--- src/rtl/tag_event_serializer.sv ---
// tag_event_serializer
// Arbitrates between the 128-bit time-tag stream and the 128-bit single-event
// stream and serializes each accepted packet as OUT_W-bit words, MSB word
// first, on a valid/ready uplink.
//
// Ports:
//   clk, rst            system clock; asynchronous active-high reset
//   tt_valid/tt_ready   time-tag input handshake, tt = 128-bit packet
//   tt_stall            to the generator's stall input (masks its valid)
//   ev_valid/ev_ready   single-event input handshake, ev = 128-bit packet
//   out_valid/out_ready uplink handshake
//   out_data            current word, out_last marks the final word
//   out_is_tt           current packet came from the time-tag source
//   err_count           saturating framing-error count
//
// Optional feature (macro FRAME_CHECK_EN): packets whose top 5 bits are not
// all ones are consumed but dropped, and err_count increments (saturating).
// With the macro undefined every packet is forwarded and err_count stays 0.
module tag_event_serializer #(
  parameter int unsigned OUT_W = 32,
  parameter int unsigned ERR_W = 16
) (
  input  logic              clk,
  input  logic              rst,
  input  logic              tt_valid,
  output logic              tt_ready,
  input  logic [127:0]      tt,
  output logic              tt_stall,
  input  logic              ev_valid,
  output logic              ev_ready,
  input  logic [127:0]      ev,
  output logic              out_valid,
  input  logic              out_ready,
  output logic [OUT_W-1:0]  out_data,
  output logic              out_last,
  output logic              out_is_tt,
  output logic [ERR_W-1:0]  err_count
);

  localparam int unsigned PKT_W = 128;
  localparam int unsigned WORDS = PKT_W / OUT_W;
  localparam int unsigned IDX_W = $clog2(WORDS);

  typedef enum logic {
    IDLE = 1'b0,
    SEND = 1'b1
  } state_t;

  state_t             state_q, state_d;
  logic [PKT_W-1:0]   shreg_q, shreg_d;
  logic [IDX_W-1:0]   idx_q, idx_d;
  logic               src_q, src_d;
  logic [ERR_W-1:0]   err_q, err_d;

  logic               sending;
  logic               last_word;
  logic               word_xfer;
  logic               last_xfer;
  logic               accept_win;
  logic               accept;
  logic               frame_ok;
  logic [PKT_W-1:0]   pkt_sel;

  assign sending   = (state_q == SEND);
  assign last_word = (idx_q == IDX_W'(WORDS - 1));
  assign word_xfer = sending & out_ready;
  assign last_xfer = word_xfer & last_word;

  // Accept in IDLE, or on the final word transfer for back-to-back packets.
  // Held off while reset is asserted so no handshake is seen during reset.
  assign accept_win = ~rst & (~sending | last_xfer);
  assign tt_ready   = accept_win & tt_valid;
  assign ev_ready   = accept_win & ev_valid & ~tt_valid;
  assign accept     = tt_ready | ev_ready;
  assign pkt_sel    = tt_valid ? tt : ev;

  // Hold the generator off during an event packet, but release it on the
  // final word transfer so a waiting tag can be granted at the boundary.
  assign tt_stall = sending & ~src_q & ~(last_word & out_ready);

  assign out_valid = sending;
  assign out_data  = shreg_q[PKT_W-1 -: OUT_W];
  assign out_last  = sending & last_word;
  assign out_is_tt = sending & src_q;
  assign err_count = err_q;

`ifdef FRAME_CHECK_EN
  localparam int unsigned HDR_W = 5;
  assign frame_ok = (pkt_sel[PKT_W-1 -: HDR_W] == {HDR_W{1'b1}});
`else
  assign frame_ok = 1'b1;
`endif

  // Next-state logic: word shift, then optional reload on acceptance.
  always_comb begin
    state_d = state_q;
    shreg_d = shreg_q;
    idx_d   = idx_q;
    src_d   = src_q;
    err_d   = err_q;

    if (word_xfer) begin
      shreg_d = shreg_q << OUT_W;
      idx_d   = idx_q + IDX_W'(1);
      if (last_word) begin
        state_d = IDLE;
      end
    end

    if (accept) begin
      if (frame_ok) begin
        shreg_d = pkt_sel;
        src_d   = tt_ready;
        idx_d   = '0;
        state_d = SEND;
      end else if (err_q != {ERR_W{1'b1}}) begin
        err_d = err_q + ERR_W'(1);
      end
    end
  end

  // State register.
  always_ff @(posedge clk or posedge rst) begin
    if (rst) begin
      state_q <= IDLE;
      shreg_q <= '0;
      idx_q   <= '0;
      src_q   <= 1'b0;
      err_q   <= '0;
    end else begin
      state_q <= state_d;
      shreg_q <= shreg_d;
      idx_q   <= idx_d;
      src_q   <= src_d;
      err_q   <= err_d;
    end
  end

endmodule

--- config.mk ---
export PLATFORM = sky130hd
export DESIGN_NAME = tag_event_serializer
export DESIGN_NICKNAME = d
export VERILOG_FILES = /design/src/rtl/tag_event_serializer.sv
export SDC_FILE = /design/constraint.sdc
export NUM_CORES = 1
export LEC_CHECK = 0
export CORE_MARGIN = 2
export CORE_UTILIZATION = 47
export DETAILED_ROUTE_END_ITERATION = 8
export PLACE_DENSITY = 0.9
export REMOVE_ABC_BUFFERS = 1
export SYNTH_ARGS = -nofsm -noshare
export SYNTH_HDL_FRONTEND = slang
export SYNTH_SLANG_ARGS = --single-unit
--- constraint.sdc ---
create_clock -name clk -period 11.7 [get_ports clk]
set_input_delay 2.34 -clock clk [delete_from_list [all_inputs] [get_ports clk]]
set_output_delay 2.34 -clock clk [all_outputs]
set_load 0.02 [all_outputs]
==> key figures, run 1 <==
Drt
  • Pre-antenna DRT Iters: 4
  • DRC Markers: 0
  • Via Count: 5,506
  • Overall routed net length: 18,600 um
  • ANT nets after route: 0
  • Iteration-0 DRC Markers: 208
  • Per-cell routed wire length: 17.4 um
  • Via-to-Cell Ratio: 5.13

Floorplan
  • Row count: 46
  • I/O pins: 315
  • Die Ht: 130 um
  • Core Box Area: 15,700 um^2
  • Die ar.: 17,000 um^2
  • Die width: 130 um
  • Initial cell density of the core: 47.7%

Place
  • Hpwl dp: 13,200 um
  • IO Port Bufs: 298
  • RD Place Congestion: 0.724
  • Dpl ws: 4820 ps
  • Placed Area: 10,200 um^2
  • Inst Count DP: 1,043

Synth
  • Unique masters post-synth: 26
  • Area leader, netlist: dfrtp_1
  • Syn Inst Count: 605
  • Netlist Area Pre-Place: 7500 um^2
  • Synthesized area per cell: 12.4 um^2
  • EDFF count, synth: 0
  • Commonest cells post-synth: mux2i_1 (288), dfrtp_1 (132), buf_4 (56)
  • Ys flop type: dfrtp_1
  • Most area-consuming cells after synthesis: dfrtp_1 (44%), mux2i_1 (38%), buf_4 (5.6%)
  • Post-synth top area share: 44.1%
  • Most common cell in the netlist: mux2i_1
  • Synth async-reset ratio: 100%
  • Seq/Total Area, Yosys: 44.1%
  • Ys Warns: 0
  • Flops & latches, synth: 132

Setup path
  • Crit Path Max Fanout: 34
  • Category of the most critical setup path: in -> out
  • Worst r2r path cells: 5
  • Top cell by count, worst path: clkdlybuf4s50_1
  • CP max stage delay: 650 ps
  • CP delay by family, top: buffers and inverters
  • Setup crit end kind: output port
  • Critical Path Start: out_ready
  • Crit-path cells: clkdlybuf4s50_1, a21boi_4, or2_2, nor2_1, clkdlybuf4s50_1
  • Critical Path Sink: tt_ready
  • Worst EP required: 9360 ps
  • Critical R2R Launch: out_valid
  • Critical path depth: 5
  • RR Endpoint: shreg_q[117]
  • Critical Path Source Type: primary input
  • Flop2flop setup slack: 8930 ps
  • WP data arrival: 4510 ps
  • CP Buf/Inv Count: 2
  • Slowest cell on the critical path: clkdlybuf4s50_1

Finish
  • Register area: 3300 um^2
  • Synth-to-Final Area Change: 44.1%
  • Ant. Diodes: 0
  • Layout cells sized above 1: 4.90%
  • Fill cells: 1,222
  • Multi-input logic area: 3640 um^2
  • Cell area after layout: 10,800 um^2
  • Fin nets: 1,108
  • Fin cells: 1,073

Pwr
  • Leak: 4.90 nW
  • Power Density: 191 nW/um^2
  • VDD IR max: 96.3 uV
  • Final total power: 0.00207 W

Global routing
  • First-pass GRT wire length: 28,500 um
  • Initial antenna violation count: 0
  • Gr usage total: 22.0%
  • Overflow after GRT: 0
  • Largest net degree at the start of global routing: 100
  • Vias in the first global route: 5,712

STA
  • Worst slew margin: 35.5%
  • Final Cycle Share: 58.6%
  • RSZ-0062 raised after global routing: no
  • Clock Skew: 5.71 ps
  • Final Worst Setup Slack: 4850 ps
  • Final Hold Viols: 0
  • Fin crit period: 6850 ps
  • Worst-Margin Slew: 967 ps
  • Setup total negative slack: 0 ps
  • Endpoints failing setup: 0
  • Max-slew violation count: 0
  • Max frequency: 0.146 GHz

Clocking
  • Setup Buffers After CTS: 0
  • CTS clk-pin slew, worst paths: 50 ps
  • Cts repair resizes: 0
  • Clk buf depth: 2
  • Clock root cell: clkbuf_16
  • CTS HTree Levels: 4
  • Hold-fix buffers, CTS: 0
  • # clock sinks: 132
  • TritonCTS clock tree: yes
  • Number of buffers created by CTS: 17
  • Worst skew pair latency: 410 ps

Run
  • MaxCap Viol Count: 0

Status
  • Status: completed

Min path
  • Worst min path class: reg -> reg
## registers in the layout, summed over array words and instances, names as in the netlist
| register | cells |
|---|---|
| idx_q | 2 |
| out_valid | 1 |
| shreg_q | 128 |
| src_q | 1 |
## worst min-delay path by stage
stage | endpoint | startpoint | depth (start not counted) | slack (ps)
after global placement | shreg_q[26] | shreg_q[26] | 1 | 470
after global routing | shreg_q[14] | shreg_q[14] | 1 | 510
final | shreg_q[27] | shreg_q[27] | 1 | 480
after floorplan | shreg_q[0] | shreg_q[0] | 1 | 460
after CTS | shreg_q[28] | shreg_q[28] | 1 | 490
after detailed placement | shreg_q[28] | shreg_q[28] | 1 | 470
## routing by layer
layer / part of all wire, % / track usage [%]
met5: 0 / 0
met2: 51 / 39.1
met4: 1.9 / 7.40
met1: 40 / 25.9
met3: 7.2 / 5.70
## kinds of logic after synthesis
family | Yosys count | synth area share [%]
DFF | 132 | 44.1
adders and majority gates | 1 | 0.167
other | 1 | 0.0500
AOI/OAI and AO/OA | 69 | 7.51
buffers and inverters | 98 | 8.51
xor gates and xnor gates | 1 | 0.117
muxes | 288 | 38.5
and+or+nand+nor | 15 | 1.13
## power by group
group          internal, W  total [W]  switching (W)
clock network     0.000314   0.000504       0.000190
registers         0.000656   0.000769       0.000113
logic             0.000420   0.000794       0.000374
## layout by cell type, fill, tap and decap left out, types with 2 or more instances in the layout
master | Yosys | final
a22oi_1 | 32 | 32
and2_1 | 2 | 2
buf_4 | 56 | 5
bufinv_16 | 0 | 2
clkbuf_16 | 0 | 17
clkdlybuf4s50_1 | 0 | 297
clkinv_2 | 0 | 6
clkinvlp_4 | 0 | 3
conb_1 | 1 | 16
dfrtp_1 | 132 | 132
mux2i_1 | 288 | 288
nor2_1 | 3 | 3
o21ai_0 | 2 | 2
o2bb2ai_1 | 32 | 32
or2_2 | 2 | 2
## stage by stage
stage	utilization (%)	hold slack, ps
floorplan	-	455
global placement	65.2	469
detailed placement	65.2	473
CTS	68.8	490
global route	68.8	505
finish	68.8	483
## area by class of cell
type | count | share of cell area (%)
clock inverters | 11 | 1.04
repair buffers | 303 | 28.0
clock buffers | 19 | 4.10
multi-input cells | 390 | 33.7
inverters | 2 | 0.116
well taps | 216 | 2.50
flip-flops and latches | 132 | 30.6
Power figures use the tool's default switching activity.
==> inputs of run 2 (changes only) <==
--- a/config.mk
+++ b/config.mk
@@ -6,9 +6,9 @@
 export NUM_CORES = 1
 export LEC_CHECK = 0
 export CORE_MARGIN = 2
-export CORE_UTILIZATION = 47
+export CORE_UTILIZATION = 39
 export DETAILED_ROUTE_END_ITERATION = 8
-export PLACE_DENSITY = 0.9
+export PLACE_DENSITY = 0.8
 export REMOVE_ABC_BUFFERS = 1
 export SYNTH_ARGS = -nofsm -noshare
 export SYNTH_HDL_FRONTEND = slang
==> constraint.sdc (replaced) <==
create_clock -name clk -period 5.8 [get_ports clk]
set_input_delay 1.16 -clock clk [delete_from_list [all_inputs] [get_ports clk]]
set_output_delay 1.16 -clock clk [all_outputs]
set_load 0.02 [all_outputs]
==> key figures, run 2 (synthesis gave the netlist of run 1 again) <==
Status
  • Status: completed (unchanged)

Floorplan
  • I/O pins: 315 (unchanged)
  • Die Ht: 143 um (was 130 um)
  • Row count: 50 (was 46)
  • Die ar.: 20,300 um^2 (was 17,000 um^2)
  • Core Box Area: 18,800 um^2 (was 15,700 um^2)
  • Initial cell density of the core: 39.9% (was 47.7%)
  • Die width: 143 um (was 130 um)

Global routing
  • Largest net degree at the start of global routing: 100 (unchanged)
  • First-pass GRT wire length: 29,300 um (was 28,500 um)
  • Initial antenna violation count: 0 (unchanged)
  • Gr usage total: 18.2% (was 22.0%)
  • Met1 usage: 22.8% (was 25.9%)
  • Vias in the first global route: 5,866 (was 5,712)
  • Met3 Use GR: 4.96% (was 5.70%)
  • Overflow after GRT: 0 (unchanged)
  • Gr busiest metal: met2 (unchanged)
  • GR Layer Usage met2: 30.6% (was 39.1%)

Drt
  • ANT nets after route: 0 (unchanged)
  • Iteration-0 DRC Markers: 194 (was 208)
  • Via Count: 5,534 (was 5,506)
  • Overall routed net length: 18,400 um (was 18,600 um)
  • Via-to-Cell Ratio: 5.06 (was 5.13)
  • Per-cell routed wire length: 16.9 um (was 17.4 um)
  • Pre-antenna DRT Iters: 4 (unchanged)
  • DRC Markers: 0 (unchanged)

Setup path
  • Flop2flop setup slack: 3510 ps (was 8930 ps)
  • CP Buf/Inv Count: 2 (unchanged)
  • Top cell by count, worst path: clkdlybuf4s50_1 (unchanged)
  • Critical R2R Launch: out_valid (unchanged)
  • CP delay by family, top: buffers and inverters (unchanged)
  • Category of the most critical setup path: in -> out (unchanged)
  • WP data arrival: 3380 ps (was 4510 ps)
  • Slowest cell on the critical path: or2_2 (was clkdlybuf4s50_1)
  • Crit-path cells: clkdlybuf4s50_1, a21boi_4, or2_2, nor2_1, clkdlybuf4s50_1 (unchanged)
  • Setup crit end kind: output port (unchanged)
  • Critical Path Source Type: primary input (unchanged)
  • Critical Path Start: out_ready (unchanged)
  • Worst EP required: 4640 ps (was 9360 ps)
  • RR Endpoint: shreg_q[21] (was shreg_q[117])
  • Critical Path Sink: tt_ready (unchanged)
  • CP max stage delay: 700 ps (was 650 ps)
  • Critical path depth: 5 (unchanged)
  • Worst r2r path cells: 3 (was 5)
  • Crit Path Max Fanout: 34 (unchanged)

Finish
  • Most frequent cells in the layout: clkdlybuf4s50_1 (297), mux2i_1 (288), dfrtp_1 (132) (unchanged)
  • Fin cells: 1,093 (was 1,073)
  • Fill cells: 1,586 (was 1,222)
  • Fin nets: 1,108 (unchanged)
  • Layout cells sized above 1: 5.36% (was 4.90%)
  • Most flop-heavy register: shreg_q (unchanged)
  • Commonest non-fill, non-tap cell in the layout: clkdlybuf4s50_1 (unchanged)
  • Biggest regs: shreg_q x128, idx_q x2 (unchanged)
  • Ant. Diodes: 0 (unchanged)
  • Synth-to-Final Area Change: 45.4% (was 44.1%)
  • Final cell utilization of the core: 58.1% (was 68.8%)
  • Max FFs per register: 128 (unchanged)

Place
  • Dpl ws: 1260 ps (was 4820 ps)
  • IO Port Bufs: 298 (unchanged)
  • Inst Count DP: 1,061 (was 1,043)
  • RD Place Congestion: 0.714 (was 0.724)
  • Hpwl dp: 13,100 um (was 13,200 um)

Pwr
  • Final total power: 0.00428 W (was 0.00207 W)
  • Power Density: 393 nW/um^2 (was 191 nW/um^2)
  • Leak: 4.93 nW (was 4.90 nW)
  • VDD IR max: 208 uV (was 96.3 uV)

STA
  • Final Cycle Share: 78.3%
  • Worst slew margin: 28.5% (was 35.5%)
  • Max frequency: 0.220 GHz
  • Clock Skew: 7.79 ps (was 5.71 ps)
  • Setup total negative slack: 0 ps (unchanged)
  • Fin crit period: 4540 ps
  • RSZ-0062 raised after global routing: no (unchanged)
  • Final Hold Viols: 0 (unchanged)
  • Max-slew violation count: 0 (unchanged)
  • Endpoints failing setup: 0 (unchanged)
  • Final Worst Setup Slack: 1260 ps (was 4850 ps)
  • Worst-Margin Slew: 1070 ps (was 967 ps)

Clocking
  • Hold-fix buffers, CTS: 0 (unchanged)
  • Setup Buffers After CTS: 0 (unchanged)
  • # clock sinks: 132 (unchanged)
  • TritonCTS clock tree: yes (unchanged)
  • Worst skew pair latency: 410 ps (about the same)
  • Cts repair resizes: 0 (unchanged)
  • CTS clk-pin slew, worst paths: 50 ps (about the same)
  • Clk buf depth: 2 (unchanged)
  • Clock root cell: clkbuf_16 (unchanged)
  • CTS HTree Levels: 4 (unchanged)
  • Number of buffers created by CTS: 17 (unchanged)

Min path
  • Worst min path class: reg -> reg (unchanged)

Run
  • MaxCap Viol Count: 0 (unchanged)
## run 2: cell types whose count changed in the layout (fill, tap and decap cells not counted)
cell,before,now
clkinv_2,6,4
clkinv_4,0,1
clkbuf_1,1,0
o31a_2,0,1
o31a_1,1,0
inv_6,1,2
bufinv_16,2,4
clkbuf_8,1,2
## run 2: power breakdown
group	switching [W]	internal, W
clock	0.000401	0.000741
combinational	0.000747	0.000846
sequential	0.000223	0.00132
## run 2: layout make-up
type                    count  area, um^2  share of cell area, %
repair buffers            303        3020                   27.7
flip-flops and latches    132        3300                   30.3
clock buffers              19         453                   4.15
inverters                   2        12.5                  0.115
multi-input cells         390        3640                   33.4
well taps                 234         293                   2.69
clock inverters            13         180                   1.65
## run 2: routing by layer
metal / wire (um) / share of wire [%]
met5: 0 / 0
met4: 252 / 1.4
met3: 1240 / 6.7
met2: 9100 / 49
met1: 7840 / 43
## run 2: metrics by stage
stage / area (um^2) / hold slack [ps]
floorplan: 6920 / 455
global placement: 10300 / 470
detailed placement: 10300 / 473
CTS: 10900 / 490
global route: 10900 / 497
finish: 10900 / 486
## run 2: worst min-delay path by stage
stage | to | depth (start not counted) | slack (ps) | start
final | shreg_q[30] | 1 | 490 | shreg_q[30]
after floorplan | shreg_q[0] | 1 | 460 | shreg_q[0]
after detailed placement | shreg_q[30] | 1 | 470 | shreg_q[30]
after global routing | shreg_q[11] | 1 | 500 | shreg_q[11]
after CTS | shreg_q[30] | 1 | 490 | shreg_q[30]
after global placement | shreg_q[31] | 1 | 470 | shreg_q[31]
